--- src/rtl/sseg_mux_core.sv ---
// Memory-mapped 8-digit seven-segment controller: raw segment patterns, PWM brightness
// and a digit mask are time-multiplexed onto shared active-low an/sseg pins.
module sseg_mux_core #(
    parameter int DIV_W = 16
) (
    input  logic        clk,
    input  logic        reset_n,
    input  logic        cs,
    input  logic        read,
    input  logic        write,
    input  logic [4:0]  addr,
    input  logic [31:0] wr_data,
    output logic [31:0] rd_data,
    output logic [7:0]  an,
    output logic [7:0]  sseg
);

    localparam logic [DIV_W-1:0] DIV_ONE = {{(DIV_W-1){1'b0}}, 1'b1};
    localparam logic [DIV_W-1:0] DIV_MAX = {DIV_W{1'b1}};

    logic [63:0]      pat_r;
    logic [3:0]       bright_r;
    logic             en_r;
    logic [7:0]       mask_r;
    logic [DIV_W-1:0] div_cnt_r;
    logic [2:0]       idx_r;
    logic [7:0]       an_r;
    logic [7:0]       sseg_r;
    logic             wr_en_s;
    logic             on_s;
    logic             unused_s;

    // Reads have no side effects, so the read strobe carries no information here.
    assign unused_s = read;
    assign wr_en_s  = cs & write;
    assign on_s     = en_r & mask_r[idx_r] & (div_cnt_r[DIV_W-1 -: 4] <= bright_r);

    // Software-visible registers: patterns and control.
    always_ff @(posedge clk or negedge reset_n) begin
        if (!reset_n) begin
            pat_r    <= {64{1'b1}};
            bright_r <= 4'hf;
            en_r     <= 1'b1;
            mask_r   <= 8'hff;
        end else if (wr_en_s) begin
            case (addr)
                5'd0: pat_r[31:0]  <= wr_data;
                5'd1: pat_r[63:32] <= wr_data;
                5'd2: begin
                    bright_r <= wr_data[3:0];
                    en_r     <= wr_data[4];
                    mask_r   <= wr_data[15:8];
                end
                default: pat_r <= pat_r;
            endcase
        end else begin
            pat_r <= pat_r;
        end
    end

    // Free-running refresh divider; digit index advances as the divider wraps to zero.
    always_ff @(posedge clk or negedge reset_n) begin
        if (!reset_n) begin
            div_cnt_r <= {DIV_W{1'b0}};
            idx_r     <= 3'd0;
        end else begin
            div_cnt_r <= div_cnt_r + DIV_ONE;
            if (div_cnt_r == DIV_MAX) begin
                idx_r <= idx_r + 3'd1;
            end else begin
                idx_r <= idx_r;
            end
        end
    end

    // Output register: exactly one digit enable low while on, all-ones while off.
    always_ff @(posedge clk or negedge reset_n) begin
        if (!reset_n) begin
            an_r   <= 8'hff;
            sseg_r <= 8'hff;
        end else if (on_s) begin
            an_r   <= ~(8'h01 << idx_r);
            sseg_r <= pat_r[{idx_r, 3'b000} +: 8];
        end else begin
            an_r   <= 8'hff;
            sseg_r <= 8'hff;
        end
    end

    assign an   = an_r;
    assign sseg = sseg_r;

    // Zero-latency read mux, independent of cs.
    always_comb begin
        rd_data = 32'h0000_0000;
        case (addr)
            5'd0:    rd_data = pat_r[31:0];
            5'd1:    rd_data = pat_r[63:32];
            5'd2:    rd_data = {16'h0000, mask_r, 3'b000, en_r, bright_r};
            5'd3:    rd_data = {29'h0000_0000, idx_r};
            default: rd_data = 32'h0000_0000;
        endcase
    end

endmodule
--- config.mk ---
export PLATFORM = sky130hd
export DESIGN_NAME = sseg_mux_core
export DESIGN_NICKNAME = d
export VERILOG_FILES = /design/src/rtl/sseg_mux_core.sv
export SDC_FILE = /design/constraint.sdc
export NUM_CORES = 1
export LEC_CHECK = 0
export CAP_MARGIN = 10
export CORE_MARGIN = 1
export CORE_UTILIZATION = 58
export DETAILED_ROUTE_END_ITERATION = 8
export PLACE_DENSITY = 0.85
export REMOVE_ABC_BUFFERS = 1
export SYNTH_ARGS = -nofsm -noshare
export SYNTH_HDL_FRONTEND = slang
export SYNTH_SLANG_ARGS = --single-unit
--- constraint.sdc ---
create_clock -name clk -period 4 [get_ports clk]
set_clock_uncertainty 0.2 [all_clocks]
set_input_delay 0.6 -clock clk [delete_from_list [all_inputs] [get_ports clk]]
set_output_delay 0.6 -clock clk [all_outputs]
set_load 0.005 [all_outputs]
==> summary.txt <==
Routing
  • WL final: 12100 um
  • Drt drc: 0
  • Detail Route Antenna Nets: 0
  • 1st-iter DRT viols: 121
  • Vias after detailed routing: 3604
  • WL/cell: 19.4 um
  • Vias per inst: 5.76
  • First-pass DRT Iterations: 4

Logic synthesis
  • Cells after synthesis: 408
  • Synth top area share: 43.3%
  • Sequential area share after synthesis: 51.7%
  • FF+latch count, synth: 112
  • Yosys warnings: 0
  • Mapped Area: 5640 um2
  • Leading cell types by total area after synthesis: dfstp_2, mux2_2, dfrtp_1
  • Synth unique cells: 41
  • Synth area leader: dfstp_2
  • Mapped Avg Cell Area: 13.8 um2

Cells and area
  • Ant diodes: 0
  • Final non-filler cell area: 6790 um2
  • Synthesis-to-finish area growth: 20.3%
  • Final #Nets: 545
  • Fillers: 614
  • Layout cell share with drive strength beyond 1: 44.1%

Global routing
  • Largest net degree at the start of global routing: 82
  • GR Util All Layers: 26.5%
  • Remaining global-route overflow: 0
  • First-pass GRT wire length: 20000 um
  • Vias in the first global route: 3865
  • Initial antenna violation count: 0

Timing
  • Tcrit/Tclk final: 87.1%
  • Minimum clock period: 3.48 ns
  • Fmax: 287 MHz
  • Unrepaired setup endpoints after global routing: no
  • Final setup fails: 0
  • Max-slew violations: 0
  • Slew @ Worst Pin: 0.994 ns
  • Headroom to the max-slew limit: 33.8%
  • Final hold violations: 0
  • Setup TNS Final: 0 ns

Setup path
  • Critical path fanouts, max: 33
  • R2r setup slk: 1.19 ns
  • Reg-to-Reg End: sseg[2]
  • FF-to-FF Start: idx_r[1]
  • Worst Path Required: 3.20 ns
  • CP startpoint kind: input pin
  • R2R depth: 4
  • Crit. End Element: output port
  • Crit path kind: input pin to output port
  • CP Data Arrival Time: 2.68 ns

Pwr
  • Sequential share of power: 58.6%
  • Internal power: 1.82 mW
  • Pwr per Cell Area: 355 nW/um2
  • Max rail drop VDD: 0.305 mV
  • Psw: 0.592 mW
  • Combinational Power Share: 12.7%
  • Lkg Pwr: 2.69 nW
  • Clock power share: 28.8%
  • Switch share: 24.6%

Floorplanning
  • Die ar.: 10100 um2
  • I/O pin cnt: 90
  • Die Wd: 101 um
  • Die height: 101 um
  • Row Count: 35
  • Initial Util: 60.5%
  • Core area: 9330 um2

Outcome
  • Outcome: complete, no violations

Min path
  • Worst Hold Class: register to register
  • Hold Crit Depth: 1
  • WHS Endpoint: div_cnt_r[0]
  • Worst hold start: div_cnt_r[0]

CTS
  • CTS tree: done
  • Clk slew on worst S/H paths: 0.10 ns
  • Longest Clk Path Bufs: 2
  • Post-cts gate resize count: 0
  • Setup bufs post-CTS: 0
  • CTS root buf: clkbuf_8
  • Cts hold-fix bufs: 0
  • CTS Buf Count: 9
  • CTS sink cnt: 112
  • # H-tree levels: 3
  • Worst skew pair latency: 0.39 ns

Placement
  • Port bufs: 88
  • Placed Area: 6590 um2
  • Placed wire-length estimate: 8180 um
  • Gpl congestion: 0.770

Job
  • Max_cap viols: 0
## flip-flops by register name (all words and copies together), names as in the netlist
| name | cells |
|---|---|
| an | 8 |
| sseg | 8 |
| div_cnt_r | 16 |
| bright_r | 4 |
| en_r | 1 |
| pat_r | 64 |
| mask_r | 8 |
| idx_r | 3 |
## cells in the mapped netlist, drive strengths merged
cell type	number
dfstp	93
mux2	78
nand2	54
a22o	19
dfrtp	19
mux4	17
a22oi	16
nand3	16
buf	15
xnor2	12
ha	11
clkbuf	10
inv	10
and3	6
mux2i	5
nand4	3
nor2	3
nor3	3
nor4	3
xor2	3
a21oi	2
nand2b	2
a21o	1
a221o	1
and2	1
and2b	1
and3b	1
and4	1
o22a	1
o2bb2a	1
## kinds of logic after synthesis
| group | share of synthesized area, % |
|---|---|
| xor+xnor | 2.33 |
| buf+inv | 4.15 |
| simple gates | 8.14 |
| compound gates | 5.97 |
| flops | 51.7 |
| mux | 25.2 |
| fa+ha+maj | 2.44 |
## power by group through the flow
stage / logic (mW) / clock network [mW] / registers (mW)
2_1_floorplan: 0.188 / 0 / 1.39
3_3_place_gp: 0.293 / 0 / 1.42
3_5_place_dp: 0.307 / 0 / 1.43
4_1_cts: 0.308 / 0.711 / 1.41
5_1_grt: 0.334 / 0.746 / 1.43
6_report: 0.305 / 0.693 / 1.41
## how the worst max path moves through the flow
stage / startpoint / endpoint / cells after the start
after floorplan: addr[1] / pat_r[0] / 4
after CTS: addr[1] / rd_data[1] / 7
final: addr[1] / rd_data[1] / 7
after detailed placement: addr[1] / rd_data[1] / 7
after global placement: addr[1] / rd_data[2] / 7
after global routing: addr[1] / rd_data[1] / 7
## per-stage QoR
step	worst slack, ns	instances	utilization (%)	hold WS, ns	total power, mW
after global routing	0.418	626	72.8	0.300	2.51
after CTS	0.516	626	72.8	0.284	2.43
final	0.515	626	72.8	0.281	2.41
after floorplan	1.22	383	-	0.104	1.58
after global placement	0.558	610	70.6	0.260	1.71
after detailed placement	0.530	610	70.6	0.269	1.73
## critical path: stages
cell and delay, ns:
clkdlybuf4s50_1 0.44, nor4_2 0.30, and2b_1 0.16, buf_4 0.37, a22oi_1 0.16, nand2_1 0.11, clkdlybuf4s50_1 0.52
## layer usage
layer | vias to the layer above | GRT usage (%) | part of all wire [%]
met2 | 105 | 45.7 | 51
met1 | 1835 | 33.2 | 42
li1 | 1648 | - | -
met3 | 16 | 5.06 | 4.5
met4 | 0 | 10.5 | 1.9
met5 | - | 0 | 0
## placed cells by master (no fill, tap or decap), types with 2 or more instances in the layout
cell,n
buf_4,9
nor3_1,3
dfstp_2,93
mux4_2,17
mux2_1,2
clkbuf_8,9
buf_12,2
a22oi_1,16
inv_1,10
mux2_4,30
xor2_1,3
a22o_1,19
nor4_2,2
nand2_1,54
clkdlybuf4s50_1,87
nand2b_1,2
dfrtp_1,19
mux2i_1,5
ha_1,11
clkinv_4,3
and3_1,4
inv_6,2
nand4_1,3
nand3_1,15
nor2_1,3
mux2_2,46
xnor2_1,12
## layout make-up
cell class | count | area, um2 | share of cell area, %
multi-input combinational | 261 | 2490 | 36.7
clock inverter | 7 | 78.8 | 1.16
tap | 129 | 161 | 2.38
sequential | 112 | 2920 | 43.0
timing repair buffer | 98 | 978 | 14.4
inverter | 10 | 37.5 | 0.553
clock buffer | 9 | 124 | 1.82
(Power assumes the default switching activity.)
